## src/rtl/apb_master_bridge_if.sv

```systemverilog
// Request/response and APB4 bus bundle for apb_master_bridge.
// master: the bridge side. slave: the requester plus APB peripheral side.
interface apb_master_bridge_if #(
  parameter int ADDR_W = 32,
  parameter int DATA_W = 32
);
  logic                  req_valid;
  logic                  req_ready;
  logic [ADDR_W-1:0]     req_addr;
  logic                  req_write;
  logic [DATA_W-1:0]     req_wdata;
  logic [DATA_W/8-1:0]   req_wstrb;
  logic [2:0]            req_prot;

  logic                  resp_valid;
  logic                  resp_ready;
  logic [DATA_W-1:0]     resp_rdata;
  logic                  resp_err;

  logic [ADDR_W-1:0]     out_paddr;
  logic                  out_psel;
  logic                  out_penable;
  logic [2:0]            out_pprot;
  logic                  out_pwrite;
  logic [DATA_W-1:0]     out_pwdata;
  logic [DATA_W/8-1:0]   out_pstrb;
  logic                  out_pready;
  logic [DATA_W-1:0]     out_prdata;
  logic                  out_pslverr;

  modport master (
    input  req_valid, req_addr, req_write, req_wdata, req_wstrb, req_prot,
    input  resp_ready,
    input  out_pready, out_prdata, out_pslverr,
    output req_ready,
    output resp_valid, resp_rdata, resp_err,
    output out_paddr, out_psel, out_penable, out_pprot, out_pwrite,
    output out_pwdata, out_pstrb
  );

  modport slave (
    output req_valid, req_addr, req_write, req_wdata, req_wstrb, req_prot,
    output resp_ready,
    output out_pready, out_prdata, out_pslverr,
    input  req_ready,
    input  resp_valid, resp_rdata, resp_err,
    input  out_paddr, out_psel, out_penable, out_pprot, out_pwrite,
    input  out_pwdata, out_pstrb
  );
endinterface

```

## src/rtl/apb_master_bridge.sv

```systemverilog
// Single-outstanding valid/ready to APB4 initiator.
// Optional ACCESS-phase timeout enabled by defining APB_MASTER_TIMEOUT_EN;
// without it the bridge waits for pready indefinitely.
//
// state  | meaning
// IDLE   | ready for a request, APB idle (address/data keep last values)
// SETUP  | psel=1, penable=0 for one cycle
// ACCESS | psel=1, penable=1, waiting for pready
// RESP   | resp_valid=1, holding rdata/err until resp_ready
module apb_master_bridge #(
  parameter int ADDR_W         = 32,
  parameter int DATA_W         = 32,
  parameter int TIMEOUT_CYCLES = 255
) (
  input logic               clock,
  input logic               reset_n,
  apb_master_bridge_if.master bus
);

  localparam int STRB_W = DATA_W / 8;

  typedef enum logic [1:0] {IDLE, SETUP, ACCESS, RESP} state_t;

  state_t              state;
  logic                psel;
  logic                penable;
  logic [ADDR_W-1:0]   paddr;
  logic                pwrite;
  logic [DATA_W-1:0]   pwdata;
  logic [STRB_W-1:0]   pstrb;
  logic [2:0]          pprot;
  logic                resp_valid;
  logic [DATA_W-1:0]   resp_rdata;
  logic                resp_err;

`ifdef APB_MASTER_TIMEOUT_EN
  // At least 8 bits, wider if the limit needs it.
  localparam int CNT_W = ($clog2(TIMEOUT_CYCLES + 1) > 8) ? $clog2(TIMEOUT_CYCLES + 1) : 8;
  localparam logic [CNT_W-1:0] CNT_LAST = CNT_W'(TIMEOUT_CYCLES - 1);
  logic [CNT_W-1:0]    wait_cnt;
`endif

  // Transfer sequencer; every bus-facing output except req_ready is a register here.
  always_ff @(posedge clock) begin
    if (!reset_n) begin
      state      <= IDLE;
      psel       <= 1'b0;
      penable    <= 1'b0;
      paddr      <= '0;
      pwrite     <= 1'b0;
      pwdata     <= '0;
      pstrb      <= '0;
      pprot      <= '0;
      resp_valid <= 1'b0;
      resp_rdata <= '0;
      resp_err   <= 1'b0;
`ifdef APB_MASTER_TIMEOUT_EN
      wait_cnt   <= '0;
`endif
    end else begin
      case (state)
        IDLE: begin
          if (bus.req_valid) begin
            paddr  <= bus.req_addr;
            pwrite <= bus.req_write;
            pwdata <= bus.req_wdata;
            pprot  <= bus.req_prot;
            // Reads never carry strobes on APB4.
            pstrb  <= bus.req_write ? bus.req_wstrb : '0;
            psel   <= 1'b1;
            state  <= SETUP;
          end
        end
        SETUP: begin
          penable <= 1'b1;
          state   <= ACCESS;
`ifdef APB_MASTER_TIMEOUT_EN
          wait_cnt <= '0;
`endif
        end
        ACCESS: begin
          // pready is checked first so it wins over a coincident timeout.
          if (bus.out_pready) begin
            resp_rdata <= pwrite ? '0 : bus.out_prdata;
            resp_err   <= bus.out_pslverr;
            psel       <= 1'b0;
            penable    <= 1'b0;
            resp_valid <= 1'b1;
            state      <= RESP;
          end
`ifdef APB_MASTER_TIMEOUT_EN
          else if (wait_cnt == CNT_LAST) begin
            resp_rdata <= '0;
            resp_err   <= 1'b1;
            psel       <= 1'b0;
            penable    <= 1'b0;
            resp_valid <= 1'b1;
            state      <= RESP;
          end else begin
            wait_cnt <= wait_cnt + 1'b1;
          end
`endif
        end
        RESP: begin
          if (bus.resp_ready) begin
            resp_valid <= 1'b0;
            state      <= IDLE;
          end
        end
        default: state <= IDLE;
      endcase
    end
  end

  // Output wiring; req_ready is the only combinational output.
  assign bus.req_ready   = (state == IDLE);
  assign bus.resp_valid  = resp_valid;
  assign bus.resp_rdata  = resp_rdata;
  assign bus.resp_err    = resp_err;
  assign bus.out_psel    = psel;
  assign bus.out_penable = penable;
  assign bus.out_paddr   = paddr;
  assign bus.out_pwrite  = pwrite;
  assign bus.out_pwdata  = pwdata;
  assign bus.out_pstrb   = pstrb;
  assign bus.out_pprot   = pprot;

endmodule

```

## src/flat_wrapper.sv

```systemverilog
// flat-port wrapper written by rule: the top's interface ports become plain ports
module apb_master_bridge_flat 
#(
  parameter int ADDR_W         = 32,
  parameter int DATA_W         = 32,
  parameter int TIMEOUT_CYCLES = 255
)
  (clock, reset_n, bus_req_valid, bus_req_addr, bus_req_write, bus_req_wdata, bus_req_wstrb, bus_req_prot, bus_resp_ready, bus_out_pready, bus_out_prdata, bus_out_pslverr, bus_req_ready, bus_resp_valid, bus_resp_rdata, bus_resp_err, bus_out_paddr, bus_out_psel, bus_out_penable, bus_out_pprot, bus_out_pwrite, bus_out_pwdata, bus_out_pstrb);
  apb_master_bridge_if #(.ADDR_W(ADDR_W), .DATA_W(DATA_W)) bus_i ();
  input logic clock;
  input logic reset_n;
  input wire logic [$bits(bus_i.req_valid)-1:0] bus_req_valid;
  input wire logic [$bits(bus_i.req_addr)-1:0] bus_req_addr;
  input wire logic [$bits(bus_i.req_write)-1:0] bus_req_write;
  input wire logic [$bits(bus_i.req_wdata)-1:0] bus_req_wdata;
  input wire logic [$bits(bus_i.req_wstrb)-1:0] bus_req_wstrb;
  input wire logic [$bits(bus_i.req_prot)-1:0] bus_req_prot;
  input wire logic [$bits(bus_i.resp_ready)-1:0] bus_resp_ready;
  input wire logic [$bits(bus_i.out_pready)-1:0] bus_out_pready;
  input wire logic [$bits(bus_i.out_prdata)-1:0] bus_out_prdata;
  input wire logic [$bits(bus_i.out_pslverr)-1:0] bus_out_pslverr;
  output wire logic [$bits(bus_i.req_ready)-1:0] bus_req_ready;
  output wire logic [$bits(bus_i.resp_valid)-1:0] bus_resp_valid;
  output wire logic [$bits(bus_i.resp_rdata)-1:0] bus_resp_rdata;
  output wire logic [$bits(bus_i.resp_err)-1:0] bus_resp_err;
  output wire logic [$bits(bus_i.out_paddr)-1:0] bus_out_paddr;
  output wire logic [$bits(bus_i.out_psel)-1:0] bus_out_psel;
  output wire logic [$bits(bus_i.out_penable)-1:0] bus_out_penable;
  output wire logic [$bits(bus_i.out_pprot)-1:0] bus_out_pprot;
  output wire logic [$bits(bus_i.out_pwrite)-1:0] bus_out_pwrite;
  output wire logic [$bits(bus_i.out_pwdata)-1:0] bus_out_pwdata;
  output wire logic [$bits(bus_i.out_pstrb)-1:0] bus_out_pstrb;
  assign bus_i.req_valid = bus_req_valid;
  assign bus_i.req_addr = bus_req_addr;
  assign bus_i.req_write = bus_req_write;
  assign bus_i.req_wdata = bus_req_wdata;
  assign bus_i.req_wstrb = bus_req_wstrb;
  assign bus_i.req_prot = bus_req_prot;
  assign bus_i.resp_ready = bus_resp_ready;
  assign bus_i.out_pready = bus_out_pready;
  assign bus_i.out_prdata = bus_out_prdata;
  assign bus_i.out_pslverr = bus_out_pslverr;
  assign bus_req_ready = bus_i.req_ready;
  assign bus_resp_valid = bus_i.resp_valid;
  assign bus_resp_rdata = bus_i.resp_rdata;
  assign bus_resp_err = bus_i.resp_err;
  assign bus_out_paddr = bus_i.out_paddr;
  assign bus_out_psel = bus_i.out_psel;
  assign bus_out_penable = bus_i.out_penable;
  assign bus_out_pprot = bus_i.out_pprot;
  assign bus_out_pwrite = bus_i.out_pwrite;
  assign bus_out_pwdata = bus_i.out_pwdata;
  assign bus_out_pstrb = bus_i.out_pstrb;
  apb_master_bridge #(.ADDR_W(ADDR_W), .DATA_W(DATA_W), .TIMEOUT_CYCLES(TIMEOUT_CYCLES)) u_core (.clock(clock), .reset_n(reset_n), .bus(bus_i));
endmodule
```

## config.mk

```make
export PLATFORM = sky130hd
export DESIGN_NAME = apb_master_bridge_flat
export DESIGN_NICKNAME = d
export VERILOG_FILES = /design/src/rtl/apb_master_bridge_if.sv /design/src/rtl/apb_master_bridge.sv /design/src/flat_wrapper.sv
export SDC_FILE = /design/constraint.sdc
export NUM_CORES = 1
export LEC_CHECK = 0
export ABC_AREA = 1
export CAP_MARGIN = 20
export CORE_ASPECT_RATIO = 1.1
export CORE_MARGIN = 3
export CORE_UTILIZATION = 35
export CTS_BUF_LIST = sky130_fd_sc_hd__clkbuf_8
export DETAILED_ROUTE_END_ITERATION = 10
export PLACE_DENSITY_LB_ADDON = 0.2
export RECOVER_POWER = 25
export SYNTH_ARGS = -nofsm -noshare
export SYNTH_HDL_FRONTEND = slang
export SYNTH_SLANG_ARGS = --single-unit
export TNS_END_PERCENT = 20
```

## constraint.sdc

```tcl
create_clock -name clock -period 1.5 [get_ports clock]
set_input_delay 0.225 -clock clock [delete_from_list [all_inputs] [get_ports clock]]
set_output_delay 0.225 -clock clock [all_outputs]
set_load 0.03 [all_outputs]
```

==> flow_metrics.tcl <==
set metrics [dict create \
    synth_top_area_cell "dfxtp_1" \
    yosys.cell_count.top_type "nor2_1" \
    holdWs_ns 0.1853 \
    drive_above_1_share_pct 5.710 \
    status "finished clean" \
    yosysSeqAreaShare_pct 55.33 \
    worstHoldStart "reset_n" \
    tightest_slew_ns 0.3876 \
    finalInstanceArea_um2 6425 \
    synth_nets 617 \
    grt.total_usage_pct 18.28 \
    nets 828 \
    synth_cell_types 20 \
    grt_pass1_vias 3792 \
    power_mw 10.14 \
    synth.area.top_cells "dfxtp_1 (55%), nor2_1 (13%), o21ai_0 (8.7%), nand3_1 (6.5%), nand2_1 (4.7%)" \
    critical-path-slowest-cell "dfxtp_2" \
    worst_setup_path_end_kind "output port" \
    vias 3979 \
    pwr-share-comb_pct 43.6 \
    clock_sinks 110 \
    io_buffers 218 \
    ir_worst_vdd_mv 0.6750 \
    r2r_cells 6 \
    p_seq_share_pct 38.9 \
    io_pins 219 \
    reg2reg_from "u_core.state[1]" \
    path_clk_slew_ns 0.10 \
    diodes 0 \
    hold_end "u_core.state[1]" \
    power_density_nw_per_um2 1578 \
    power.switching_mw 4.089 \
    yosysTopAreaCellShare_pct 55.33 \
    syn-mean-instance-area_um2 7.928 \
    initial_core_util_pct 36.15 \
    finalHoldViolCount 0 \
    setup_ws_ns 0.06829 \
    synth_area_um2 3980 \
    row_count 40 \
    drc 0 \
    postRouteWirelength_um 11840 \
    clock_path_buffers 2 \
    yosysWarnings 0 \
    cp_cell_sequence "inv_1, ha_1, buf_4" \
    relSlewSlack_pct 74.10 \
    cts-root-buf "clkbuf_8" \
    die_height_um 117.8 \
    maxCapViolations 0 \
    drt-pass1-iter-count 4 \
    fmax_ghz 0.6985 \
    p_int_mw 6.048 \
    place_congestion 0.7190 \
    clkPwrFrac_pct 17.5 \
    critPathMaxFanout 4 \
    power.leakage_nw 3.010 \
    grt_max_degree 68 \
    grt_pass1_wl_um 18860 \
    cts_buffers 9 \
    yosys_most_used_dff "dfxtp_1" \
    clock_latency_ns 0.35 \
    min_path_cells 3 \
    placedInstanceArea_um2 6331 \
    worst-path-buf-inv 2 \
    utilization_pct 58.35 \
    cp_slowest_stage_delay_ns 0.35 \
    yosys_register_bits 110 \
    p_sw_share_pct 40.34 \
    place_ws_ns -0.03138 \
    hpwl_um 8791 \
    min_period_over_period_pct 95.45 \
    synthArstFlopShare_pct 0 \
    slew_violations 0 \
    cts_max_level 3 \
    r2r_end "u_core.bus.out_paddr[24]" \
    syn_inst 502 \
    crit_type "flip-flop to output port" \
    fin_worst_skew_ns 0.01116 \
    required_ns 1.27 \
    antenna_found_initial 0 \
    critical-path-top-delay-family "flip-flops" \
    area_growth_pct 61.43 \
    period_minus_slack_ns 1.432 \
    critPathArrivalTime_ns 1.21 \
    hold_class "input port to flip-flop" \
    grt_setup_unrepaired "true" \
    cts_tree "yes" \
    setup_violations 0 \
    drt_first_iter_violations 142 \
    core_area_um2 11010 \
    viasPerCell 4.600 \
    die_area_um2 12690 \
    cp.depth 3 \
    startpoint_type "flip-flop" \
    fillers 1087 \
    ant_nets 0 \
    synth_edf_count 0 \
    synth_common_cells "nor2_1 (141), dfxtp_1 (110), o21ai_0 (69), nand3_1 (52), nand2_1 (50)" \
    wl_per_cell_um 13.69 \
    r2r_slack_ns 0.10 \
    die_w_um 107.7 \
    grt-ovfl-total 0 \
]
-- worst reg2reg max path, delay by kind of cell (launching register included) --
kind | cells | cell delay [ns]
adder cells (fa/ha/maj) | 1 | 0.24
AO/OA/AOI/OAI | 1 | 0.18
AND/OR/NAND/NOR | 2 | 0.17
buffers and inverters | 2 | 0.36
flip-flops | 1 | 0.35
-- worst max path at each step --
stage	from	endpoint	slack [ns]
final	u_core.state[1]	bus_req_ready	0.07
after global routing	u_core.state[1]	bus_req_ready	-0.01
after CTS	u_core.state[1]	u_core.bus.out_paddr[10]	-0.0007
after detailed placement	u_core.state[1]	u_core.bus.out_paddr[10]	-0.03
after global placement	bus_req_valid	u_core.bus.out_paddr[1]	-0.03
after floorplan	u_core.state[0]	u_core.bus.out_paddr[0]	0.17
-- flip-flops by register name, summed over array words and instances (netlist names) --
register                flops
u_core.bus.resp_valid       1
u_core.bus.out_penable      1
u_core.bus.out_pwrite       1
u_core.bus.resp_rdata      32
u_core.bus.out_pwdata      32
u_core.bus.out_psel         1
u_core.bus.out_pprot        3
u_core.bus.out_pstrb        4
u_core.state                2
u_core.bus.out_paddr       32
u_core.bus.resp_err         1
-- layout by cell type, fill, tap and decap left out, drive strengths merged --
master           n
clkbuf          11
clkinv           3
nand3           52
buf             18
bufinv           1
clkdlybuf4s50  108
o21ai           69
o21a             1
a21oi           23
nand2           52
clkinvlp         1
dlygate4sd2    108
nor2           142
nor3             2
inv             12
dfxtp          110
ha               5
-- final cells by class --
class                   instances  area [µm²]  share of cell area [%]
inverters                      12       62.56                  0.9737
multi-input cells             346        1551                   24.15
well taps                     147       183.9                   2.863
flip-flops and latches        110        2203                   34.29
repair buffers                234        2222                   34.59
clock buffers                  11       151.4                   2.356
clock inverters                 5       50.05                  0.7790
-- layer usage --
layer,vias up,part of all wire [%],global-route usage [%]
met2,132,50,31.77
met1,1790,41,21.62
met4,0,1.4,6.235
li1,2044,-,-
met3,13,7.5,4.717
met5,-,0,0
-- kinds of logic after synthesis --
logic type	Yosys count	synth area share, %
DFF	110	55.33
and+or+nand+nor	248	25.53
buffers and inverters	46	5.815
AOI/OAI and AO/OA	93	11.76
adders and majority gates	5	1.572
-- through the flow --
stage	setup TNS, ns	cells
after floorplan	0	502
after global placement	-0.02894	848
after detailed placement	-0.05660	848
after CTS	-0.0006894	864
after global routing	-0.01756	865
final	0	865
-- power by group through the flow --
stage,registers (mW),clock network [mW],logic [mW]
5_1_grt,4.04,1.96,4.78
4_1_cts,3.96,1.85,4.43
2_1_floorplan,5.37,0,1.43
3_5_place_dp,4.05,0,4.88
3_3_place_gp,4.01,0,4.82
6_report,3.95,1.77,4.42
-- what timing repair did --
item | in CTS | in global routing
hold buffers | 0 | 0
pin swaps | 0 | 1
resized for setup | 110 | 18
endpoints found under the setup margin | 114 | 94
buffers inserted | 0 | 1
(Power assumes the default switching activity.)
